==> config.mk <==
export PLATFORM = sky130hd
export DESIGN_NAME = seg_display_scheduler
export DESIGN_NICKNAME = d
export VERILOG_FILES = /design/src/rtl/disp_pkg.sv /design/src/rtl/rr_arbiter4.sv /design/src/rtl/seg_display_scheduler.sv
export SDC_FILE = /design/constraint.sdc
export NUM_CORES = 1
export LEC_CHECK = 0
export BUFFER_PORTS_ARGS = -buffer_cell sky130_fd_sc_hd__buf_2
export CORE_MARGIN = 3
export CORE_UTILIZATION = 54
export DETAILED_ROUTE_END_ITERATION = 12
export PLACE_DENSITY = 0.81
export SLEW_MARGIN = 25
export SYNTH_ARGS = -nofsm -noshare
export SYNTH_HDL_FRONTEND = slang
export SYNTH_SLANG_ARGS = --single-unit
==> constraint.sdc <==
create_clock -name Clk -period 6.3 [get_ports Clk]
set_input_delay 0.945 -clock Clk [delete_from_list [all_inputs] [get_ports Clk]]
set_output_delay 0.945 -clock Clk [all_outputs]
set_load 0.05 [all_outputs]
==> src/rtl/disp_pkg.sv <==
`default_nettype none
// ============================================================================
// Module      : disp_pkg
// Description : Shared state encoding, digit count, blanking constants and
//               hex to seven-segment (active-low gfedcba) decode.
// Revision    : 1.0 - initial release
// ============================================================================
package disp_pkg;

    typedef enum logic [0:0] {
        IDLE = 1'b0,
        SHOW = 1'b1
    } state_t;

    localparam int NUM_DIGITS = 8;

    localparam logic [7:0] c_BLANK_EN  = 8'hFF;
    localparam logic [6:0] c_BLANK_SEG = 7'h7F;

    function automatic logic [6:0] hex7(input logic [3:0] i_nib);
        logic [6:0] w_seg;
        case (i_nib)
            4'h0:    w_seg = 7'h40;
            4'h1:    w_seg = 7'h79;
            4'h2:    w_seg = 7'h24;
            4'h3:    w_seg = 7'h30;
            4'h4:    w_seg = 7'h19;
            4'h5:    w_seg = 7'h12;
            4'h6:    w_seg = 7'h02;
            4'h7:    w_seg = 7'h78;
            4'h8:    w_seg = 7'h00;
            4'h9:    w_seg = 7'h10;
            4'hA:    w_seg = 7'h08;
            4'hB:    w_seg = 7'h03;
            4'hC:    w_seg = 7'h46;
            4'hD:    w_seg = 7'h21;
            4'hE:    w_seg = 7'h06;
            default: w_seg = 7'h0E;
        endcase
        return w_seg;
    endfunction

endpackage
`default_nettype wire

==> src/rtl/rr_arbiter4.sv <==
`default_nettype none
// ============================================================================
// Module      : rr_arbiter4
// Description : Combinational 4-way round-robin pick: first set request bit
//               at or after rr_ptr, wrapping modulo 4.
// Revision    : 1.0 - initial release
// ============================================================================
module rr_arbiter4 (
    input  logic [3:0] req,
    input  logic [1:0] rr_ptr,
    output logic       valid,
    output logic [1:0] index
);

    always_comb begin
        valid = |req;
        index = rr_ptr;
        // Scan from the farthest offset down so the nearest set bit wins.
        for (int k = 3; k >= 0; k--) begin
            if (req[rr_ptr + 2'(k)]) begin
                index = rr_ptr + 2'(k);
            end
        end
    end

endmodule
`default_nettype wire

==> src/rtl/seg_display_scheduler.sv <==
`default_nettype none
// ============================================================================
// Module      : seg_display_scheduler
// Description : Round-robin sharing of an 8-digit multiplexed seven-segment
//               display; snapshots the winner's value and holds it for a
//               fixed number of scan frames.
// Revision    : 1.0 - initial release
// ============================================================================
module seg_display_scheduler
    import disp_pkg::*;
#(
    parameter int NUM_SRC     = 4,
    parameter int SCAN_DIV    = 100000,
    parameter int HOLD_FRAMES = 250
) (
    input  logic                    Clk,
    input  logic                    rst,
    input  logic [NUM_SRC-1:0]      req,
    input  logic [32*NUM_SRC-1:0]   val,
    output logic [NUM_SRC-1:0]      ack,
    output logic [1:0]              owner,
    output logic                    busy,
    output logic [6:0]              out7,
    output logic [NUM_DIGITS-1:0]   en_out
);

    localparam int c_TICK_W  = (SCAN_DIV > 1) ? $clog2(SCAN_DIV) : 1;
    localparam int c_FRAME_W = (HOLD_FRAMES > 1) ? $clog2(HOLD_FRAMES) : 1;
    localparam logic [c_TICK_W-1:0]  c_TICK_LAST  = c_TICK_W'(SCAN_DIV - 1);
    localparam logic [c_FRAME_W-1:0] c_FRAME_LAST = c_FRAME_W'(HOLD_FRAMES - 1);

    state_t                 r_state;
    logic [NUM_SRC-1:0]     r_ack;
    logic [1:0]             r_owner;
    logic                   r_busy;
    logic [NUM_DIGITS-1:0]  r_en_out;
    logic [6:0]             r_out7;
    logic [1:0]             r_rr_ptr;
    logic [2:0]             r_digit;
    logic [c_TICK_W-1:0]    r_tick;
    logic [c_FRAME_W-1:0]   r_frame;
    logic [31:0]            r_shadow;

    logic [1:0]             w_arb_ptr;
    logic                   w_arb_valid;
    logic [1:0]             w_arb_idx;
    logic                   w_tick_wrap;
    logic                   w_end_hold;

    // At end of hold the arbiter must already see the advanced pointer.
    assign w_arb_ptr   = (r_state == SHOW) ? (r_owner + 2'd1) : r_rr_ptr;
    assign w_tick_wrap = (r_tick == c_TICK_LAST);
    assign w_end_hold  = (r_state == SHOW) && w_tick_wrap &&
                         (r_digit == 3'd7) && (r_frame == c_FRAME_LAST);

    rr_arbiter4 u_arb (
        .req    (req),
        .rr_ptr (w_arb_ptr),
        .valid  (w_arb_valid),
        .index  (w_arb_idx)
    );

    always_ff @(posedge Clk) begin
        if (rst) begin
            r_state  <= IDLE;
            r_ack    <= '0;
            r_owner  <= 2'd0;
            r_busy   <= 1'b0;
            r_en_out <= c_BLANK_EN;
            r_out7   <= c_BLANK_SEG;
            r_rr_ptr <= 2'd0;
            r_digit  <= 3'd0;
            r_tick   <= '0;
            r_frame  <= '0;
            r_shadow <= 32'd0;
        end else begin
            r_ack <= '0;

            if (r_state == SHOW) begin
                r_en_out <= ~(8'b1 << r_digit);
                r_out7   <= hex7(r_shadow[{r_digit, 2'b00} +: 4]);
            end else begin
                r_en_out <= c_BLANK_EN;
                r_out7   <= c_BLANK_SEG;
            end

            if ((r_state == IDLE || w_end_hold) && w_arb_valid) begin
                if (w_end_hold) begin
                    r_rr_ptr <= r_owner + 2'd1;
                end
                r_shadow <= val[{w_arb_idx, 5'b0} +: 32];
                r_ack    <= NUM_SRC'(1) << w_arb_idx;
                r_owner  <= w_arb_idx;
                r_busy   <= 1'b1;
                r_digit  <= 3'd0;
                r_tick   <= '0;
                r_frame  <= '0;
                r_state  <= SHOW;
            end else if (w_end_hold) begin
                r_rr_ptr <= r_owner + 2'd1;
                r_busy   <= 1'b0;
                r_digit  <= 3'd0;
                r_tick   <= '0;
                r_frame  <= '0;
                r_state  <= IDLE;
            end else if (r_state == SHOW) begin
                if (w_tick_wrap) begin
                    r_tick  <= '0;
                    r_digit <= r_digit + 3'd1;
                    if (r_digit == 3'd7) begin
                        r_frame <= r_frame + 1'b1;
                    end
                end else begin
                    r_tick <= r_tick + 1'b1;
                end
            end
        end
    end

    assign ack    = r_ack;
    assign owner  = r_owner;
    assign busy   = r_busy;
    assign out7   = r_out7;
    assign en_out = r_en_out;

endmodule
`default_nettype wire

==> impl_metrics.yaml, run 1 <==
critical_path:
  r2r_start: "r_digit[0]"
  cp_data_arrival_time_ns: 3.50
  worstReg2RegEnd: "r_shadow[12]"
  crit_type: "flip-flop to flip-flop"
  cp-end-kind: "flip-flop"
  crit_fanout: 35
  cp.required_ns: 6.57
  critical_path.startpoint_type: "flip-flop"
  reg2reg_slack_ns: 3.07
  rr_worst_depth: 9
run:
  cap_viol_max_count: 0
detailed_routing:
  drc: 0
  routed_wl_um: 11000
  drt-initial-drc-count: 214
  drtPass1Iterations: 4
  viasPerCell: 5.56
  drtAntennaViolNets: 0
  vias: 4005
  wl_per_cell_um: 15.2
worst_hold_path:
  hp-class: "flip-flop to flip-flop"
  hold_path_end: "r_shadow[9]"
  hold_depth: 2
  hold_path_startpoint: "r_shadow[9]"
floorplanning:
  chipWidth_um: 97.1
  io-pin-count: 156
  num_rows: 32
  coreArea_mm2: 0.00789
  die_h_um: 97.1
  die-area_mm2: 0.00942
  start_util_pct: 56.8
clocking:
  clk_pin_slew_ns: 0.09
  clkLatencyLatePin_ns: 0.35
  cts_hold_buffers: 0
  cts_made_buffers: 9
  cts_tree: "built"
  clock-sinks: 84
  htree_levels: 3
  post_cts_resized: 0
  root_buffer: "clkbuf_8"
  cts_setup_buffers: 0
  clockBufferDepth: 2
logic_synthesis:
  yosysMostFrequentCell: "dfxtp_1"
  syn_area_per_cell_um2: 9.55
  synth_flop_cell: "dfxtp_1"
  yosysUniqueCellTypes: 47
  synth_edf_count: 0
  yosysTopAreaCellShare_pct: 37.5
  netlist_area_mm2: 0.00448
  synth_warnings: 0
  synth_cells: 469
  ys_seq_area_share_pct: 37.5
  synth.area.top_cells: "dfxtp_1 (38%), mux2i_1 (17%), o221ai_1 (6.1%)"
  syn_nets: 618
  ys_seq_elements: 84
  synth_common_cells: "dfxtp_1 (84), mux2i_1 (74), nand2_1 (66)"
  async_flop_share_pct: 0
  synth_top_area_cell: "dfxtp_1"
layout:
  antenna_cells: 0
  final_layout_size_suffix_gt1_share_pct: 31.4
  syn_to_final_growth_pct: 21.8
  layout.nets: 762
  fin_area_mm2: 0.00546
status:
  status: "finished, final reports clean"
placed_design:
  place_congestion: 0.938
  dpl.hpwl_um: 8440
  placed_cell_area_mm2: 0.00528
  numPortBuffers: 155
  pre_cts_ws_ns: 3.06
sta:
  worstMarginPinSlew_ns: 1.02
  slew_headroom_pct: 31.8
  fin_ws_ns: 3.07
  rsz0062_at_grt: "false"
  slew_viol_final: 0
  finalSetupTns_ns: 0
  final.period_utilization_pct: 51.3
  hold_viol_final: 0
  finalSetupViolations: 0
  period_minus_slack_ns: 3.23
  fin_skew_ns: 0.0120
  max_freq_ghz: 0.309
  holdWs_ns: 0.460
global_routing:
  overflow: 0
  grt_pass1_vias: 3886
  grt_pass1_wl_um: 17800
  antenna_found_initial: 0
  grt_use_total_pct: 22.9
  grt_start_max_net_pins: 69
pwr:
  finalPower_mw: 1.19
  leakage_nw: 2.42
  p_per_area_mw_per_mm2: 219
  vdd.ir_drop.worst_uv: 120
## critical path: stages (launching register included)
cell,delay (ns)
dfxtp_1,0.77
ha_1,0.29
ha_1,0.19
nand2_1,0.06
or4b_4,0.50
o31ai_4,0.31
nand2_1,0.13
or3_1,0.36
buf_4,0.26
o221ai_1,0.25
## per-layer routing
layer	GRT usage (%)	up-vias	routed length, um	share of wire [%]
li1	-	1986	-	-
met1	27.0	1830	4430	40
met2	40.0	162	5560	51
met3	5.67	27	713	6.5
met4	8.32	0	254	2.3
met5	0	-	0	0
## flip-flops by register name, summed over array words and instances (netlist names)
name and cells:
r_frame 8, r_digit 3, r_tick 17, r_rr_ptr 2
out7 7, en_out 8, owner 2, ack 4
r_shadow 32, busy 1
## through the flow
stage,util [%],instances
6_report,69.2,720
4_1_cts,69.2,720
3_3_place_gp,66.9,704
2_1_floorplan,-,469
5_1_grt,69.2,720
3_5_place_dp,67.0,704
## worst max path at each step
stage,start,to,depth (start not counted)
floorplan,busy,r_shadow[10],9
detailed placement,r_digit[0],r_shadow[12],9
CTS,r_digit[0],r_shadow[12],9
global placement,req[1],r_shadow[1],8
finish,r_digit[0],r_shadow[12],9
global route,r_digit[0],r_shadow[6],9
## cells in the final DEF (no fill, tap or decap), types with 11 or more instances in the layout
cell type  count
buf_2        155
dfxtp_1       84
mux2i_1       74
nand2_1       66
nor2_1        41
o221ai_1      31
ha_1          15
inv_1         14
xnor2_1       12
xor2_1        11
## kinds of logic after synthesis
logic type,count (synthesis),synth area share [%]
AOI/OAI and AO/OA,66,12.4
muxes,82,20.6
xor gates and xnor gates,23,4.50
and+or+nand+nor,158,16.3
DFF,84,37.5
adders and majority gates,15,4.19
buffers and inverters,41,4.50
## area by class of cell
cell class | instances | area (um^2)
Sequential cell | 84 | 1680
Tap cell | 102 | 128
Fill cell | 618 | 2430
Clock buffer | 9 | 124
Multi-Input combinational cell | 344 | 2610
Timing Repair Buffer | 159 | 806
Clock inverter | 7 | 51.3
Inverter | 15 | 56.3
## where the power goes
| group | internal, mW | switching (mW) | total (mW) |
|---|---|---|---|
| logic | 0.118 | 0.144 | 0.262 |
| registers | 0.565 | 0.0216 | 0.587 |
| clock network | 0.145 | 0.199 | 0.344 |
No activity file was read; power rests on OpenSTA's default activity.
==> run 2: changes to the inputs <==
CORE_UTILIZATION = 46   (was 54)
PLACE_DENSITY = 0.73   (was 0.81)
clock period = 2.8 ns   (was 6.3 ns; I/O delays follow)
==> run 2 against run 1 <==
Effect of this change:
- sequential cell count stayed put
- combinational power grew 130%
- via count is 0.22% lower
- critical path type unchanged
- largest power group unchanged
- highest routed layer unchanged
==> impl_metrics.yaml, run 2 (synthesis results as in run 1) <==
status:
  status: "finished, final reports clean"
critical_path:
  path_cells: "ha_1 > ha_1 > nand2_1 > or4b_4 > o31ai_4 > nand2_1 > or3_1 > buf_6 > o221ai_1"
  cp_top_family: "simple AND/OR/NAND/NOR gates"
  crit_type: "flip-flop to flip-flop"
  cp_data_arrival_time_ns: 2.89
  crit_fanout: 35
  slowest_delay_ns: 0.50
  crit_buf_inv: 1
  cp-end-kind: "flip-flop"
  cp.required_ns: 3.07
  critical_path.startpoint_type: "flip-flop"
  critPathSlowestCell: "or4b_4"
run:
  cap_viol_max_count: 0
detailed_routing:
  viasPerCell: 5.31
  drt-initial-drc-count: 134
  drc: 0
  wl_per_cell_um: 15.1
  drtPass1Iterations: 5
  drtAntennaViolNets: 0
  vias: 3996
  routed_wl_um: 11400
clocking:
  root_buffer: "clkbuf_8"
  clockBufferDepth: 2
  clk_pin_slew_ns: 0.09
  clock-sinks: 84
  htree_levels: 3
  cts_tree: "built"
  cts_made_buffers: 9
  cts_hold_buffers: 0
  clkLatencyLatePin_ns: 0.35
layout:
  top_regs: "r_shadow x32, r_tick x17"
  seq_area_mm2: 0.00168
  largest_register_ffs: 32
  fin_area_mm2: 0.00560
  antenna_cells: 0
  layout_common_cells: "buf_2 (155), dfxtp_1 (84), mux2i_1 (74)"
  syn_to_final_growth_pct: 24.9
  multi_input_area_mm2: 0.00261
  postLayoutCoreUtil_pct: 59.7
  top_register: "r_shadow"
  final.fill_count: 874
  final_layout_size_suffix_gt1_share_pct: 32.1
  mostFrequentLayoutCell: "buf_2"
  layout.nets: 769
pwr:
  vdd.ir_drop.worst_uv: 257
  leakage_nw: 2.47
  finalPower_mw: 2.85
  p_per_area_mw_per_mm2: 510
sta:
  final.period_utilization_pct: 93.7
  slew_viol_final: 0
  finalSetupTns_ns: 0
  worstMarginPinSlew_ns: 0.839
  period_minus_slack_ns: 2.62
  max_freq_ghz: 0.381
  hold_viol_final: 0
  fin_skew_ns: 0.0129
  finalSetupViolations: 0
  rsz0062_at_grt: "false"
  slew_headroom_pct: 44.0
  holdWs_ns: 0.359
worst_hold_path:
  hp-class: "input port to flip-flop"
global_routing:
  antenna_found_initial: 0
  grt_pass1_vias: 3844
  grt_use_total_pct: 20.3
  overflow: 0
  grt_pass1_wl_um: 18200
  grt_start_max_net_pins: 66
floorplanning:
  start_util_pct: 47.8
  num_rows: 35
  die-area_mm2: 0.0110
  chipWidth_um: 105
  die_h_um: 105
  io-pin-count: 156
  coreArea_mm2: 0.00937
placed_design:
  placed_cell_area_mm2: 0.00538
  numPortBuffers: 155
  place_congestion: 0.827
  dpl.hpwl_um: 8770
[run 2: cell count changes in the layout (fill, tap and decap cells not counted), sizes merged]
| cell | delta |
|---|---|
| buf | +7 |
| inv | -1 |
| bufinv | +2 |
| clkinv | -2 |
[run 2: per-layer routing]
metal	GRT usage (%)	vias up	wire length (um)
li1	-	1995	-
met4	3.94	0	99
met5	0	-	0
met2	35.7	151	5860
met1	24.9	1841	4630
met3	5.74	9	765
[run 2: power breakdown]
part / leakage [nW] / total, mW / internal (mW) / switching, mW
Combinational: 1.69 / 0.606 / 0.273 / 0.333
Sequential: 0.686 / 1.32 / 1.27 / 0.0454
Clock: 0.102 / 0.930 / 0.499 / 0.432
[run 2: repair_timing]
item	4_1_cts	5_1_grt
setup buffers	0	0
setup endpoints to repair	0	32
resized for setup	0	1
[run 2: final cells by class]
class / count / area share (%)
Multi-Input combinational cell: 344 / 46.6
Sequential cell: 84 / 30.0
Timing Repair Buffer: 166 / 15.6
Tap cell: 129 / 2.88
Clock buffer: 9 / 2.21
Clock inverter: 6 / 1.59
Inverter: 15 / 1.01
[run 2: final timing paths]
path              cells after the start           end  slack (ns)    startpoint
hold reg to reg                       2  r_shadow[19]        0.47  r_shadow[19]
hold / removal                        2          busy        0.36           rst
setup / recovery                      9   r_shadow[9]        0.18    r_digit[0]
setup reg to reg                      9   r_shadow[9]        0.18    r_digit[0]
[run 2: through the flow]
stage	cells	worst slack, ns
global placement	738	0.226
CTS	753	0.0556
global route	753	0.0193
detailed placement	738	0.133
finish	753	0.176
floorplan	469	0.148
[run 2: worst register-to-register path, stage by stage (launching register included)]
cell and delay [ns]:
dfxtp_1 0.35, ha_1 0.17, ha_1 0.21, nand2_1 0.07, or4b_4 0.50, o31ai_4 0.27, nand2_1 0.12, or3_1 0.37
buf_6 0.21, o221ai_1 0.26
==> run 3: changes to the inputs <==
==> constraint.sdc (replaced) <==
create_clock -name Clk -period 2.8 [get_ports Clk]
set_input_delay 0.28 -clock Clk [delete_from_list [all_inputs] [get_ports Clk]]
set_output_delay 0.28 -clock Clk [all_outputs]
set_load 0.005 [all_outputs]
==> run 3 against run 2 <==
Effect of this change:
- count of clock-buffer cells in the layout increased by 1
- cell count increased by 0.27%
- routed wire length decreased by 1.6%
- final area increased by 1.4%
- worst setup slack got worse by 0.018 ns
- combinational power decreased by 9.4%
- non-clock buffer count increased by 1
- clock power increased by 30%
- sequential share of layout area decreased by 0.41 points
- first-iteration DRC count decreased by 11%
==> impl_metrics.yaml, run 3 (synthesis results as in run 1) <==
pwr:
  leakage_nw: 2.52
  vdd.ir_drop.worst_uv: 296
  p_per_area_mw_per_mm2: 542
placed_design:
  placed_cell_area_mm2: 0.00538
  numPortBuffers: 155
  dpl.hpwl_um: 8680
  pre_cts_ws_ns: 0.115
  placed_cells: 739
  place_congestion: 0.821
sta:
  finalSetupTns_ns: 0
  max_freq_ghz: 0.379
  worstMarginPinSlew_ns: 0.835
  final.period_utilization_pct: 94.4
  period_minus_slack_ns: 2.64
  slew_viol_final: 0
  fin_skew_ns: 0.0137
  fin_ws_ns: 0.158
  finalSetupViolations: 0
  rsz0062_at_grt: "false"
  hold_viol_final: 0
  slew_headroom_pct: 44.2
clocking:
  cts_hold_buffers: 0
  cts_tree: "built"
  clockBufferDepth: 2
  htree_levels: 3
  cts_made_buffers: 9
  clock-sinks: 84
  clk_pin_slew_ns: 0.08
  clkLatencyLatePin_ns: 0.36
  root_buffer: "clkbuf_8"
layout:
  top_register: "r_shadow"
  layout_common_cells: "buf_2 (155), dfxtp_1 (84), mux2i_1 (74)"
  final_layout_size_suffix_gt1_share_pct: 31.9
  fin_area_mm2: 0.00567
  multi_input_area_mm2: 0.00261
  seq_area_mm2: 0.00168
  largest_register_ffs: 32
  final_cell_count_no_fill: 755
  layout.nets: 770
  final.fill_count: 845
  syn_to_final_growth_pct: 26.7
  top_regs: "r_shadow x32, r_tick x17"
  antenna_cells: 0
  mostFrequentLayoutCell: "buf_2"
floorplanning:
  io-pin-count: 156
  num_rows: 35
  die-area_mm2: 0.0110
  start_util_pct: 47.8
  chipWidth_um: 105
  die_h_um: 105
  coreArea_mm2: 0.00937
global_routing:
  busiest_layer: "met2"
  met2_usage_pct: 33.9
  grt_util_met3_pct: 3.89
  overflow: 0
  grt_pass1_wl_um: 17600
  grt_pass1_vias: 3824
  antenna_found_initial: 0
  grt_use_total_pct: 19.7
  met1_usage_pct: 24.4
  grt_start_max_net_pins: 66
detailed_routing:
  routed_wl_um: 11200
  drtPass1Iterations: 4
  drtAntennaViolNets: 0
  vias: 3982
  drt-initial-drc-count: 119
  viasPerCell: 5.27
  wl_per_cell_um: 14.8
  drc: 0
critical_path:
  reg2reg_slack_ns: 0.16
  cp.required_ns: 3.06
  path_cells: "ha_1 > ha_1 > nand2_1 > or4b_4 > o31ai_4 > nand2_1 > or3_1 > buf_6 > o221ai_1"
  critPathSlowestCell: "or4b_4"
  slowest_delay_ns: 0.50
  crit_buf_inv: 1
  cp_data_arrival_time_ns: 2.90
  crit_type: "flip-flop to flip-flop"
  cp_top_family: "simple AND/OR/NAND/NOR gates"
  cp-end-kind: "flip-flop"
  critical_path.startpoint_type: "flip-flop"
  crit_fanout: 35
status:
  status: "finished, final reports clean"
run:
  cap_viol_max_count: 0
worst_hold_path:
  hp-class: "input port to flip-flop"
==> run 3: changes by cell type in the layout (fill, tap and decap cells not counted), sizes merged <==
cell,change
buf,+1
clkinvlp,-2
clkbuf,+1
clkinv,-1
bufinv,+3
==> run 3: path summary, 6_finish.rpt <==
path,from,to,cells after the start
setup reg to reg,r_digit[0],r_shadow[9],9
setup / recovery,r_digit[0],r_shadow[9],9
hold / removal,rst,busy,2
hold reg to reg,r_shadow[7],r_shadow[7],2
==> run 3: area by class of cell <==
cell class | instances | share of cell area (%)
multi-input cells | 344 | 45.9
repair buffers | 167 | 15.5
clock buffers | 10 | 2.25
clock inverters | 6 | 2.80
flip-flops and latches | 84 | 29.6
inverters | 15 | 0.992
well taps | 129 | 2.84
==> run 3: power breakdown <==
group | internal, mW | leakage, nW | switching [mW]
registers | 1.27 | 0.686 | 0.0437
logic | 0.273 | 1.69 | 0.276
clock network | 0.777 | 0.141 | 0.434
==> run 3: layer usage <==
layer	up-vias	wire length, um
li1	2003	-
met3	12	653
met5	-	0
met4	0	160
met1	1844	4740
met2	123	5630
==> run 3: timing repair <==
| action | 4_1_cts | 5_1_grt |
|---|---|---|
| setup buffers | 0 | 0 |
| endpoints found under the setup margin | 0 | 32 |
| endpoints found under the hold margin | 0 | 0 |
| resized for setup | 0 | 1 |
==> run 3: per-stage QoR <==
step                      power [mW]  hold slack, ns  util [%]
after floorplan                 1.69           0.427         -
after CTS                       3.10           0.196      60.5
after global placement          1.88           0.438      57.4
after global routing            3.20           0.206      60.5
final                           3.07           0.210      60.5
after detailed placement        1.89           0.449      57.4
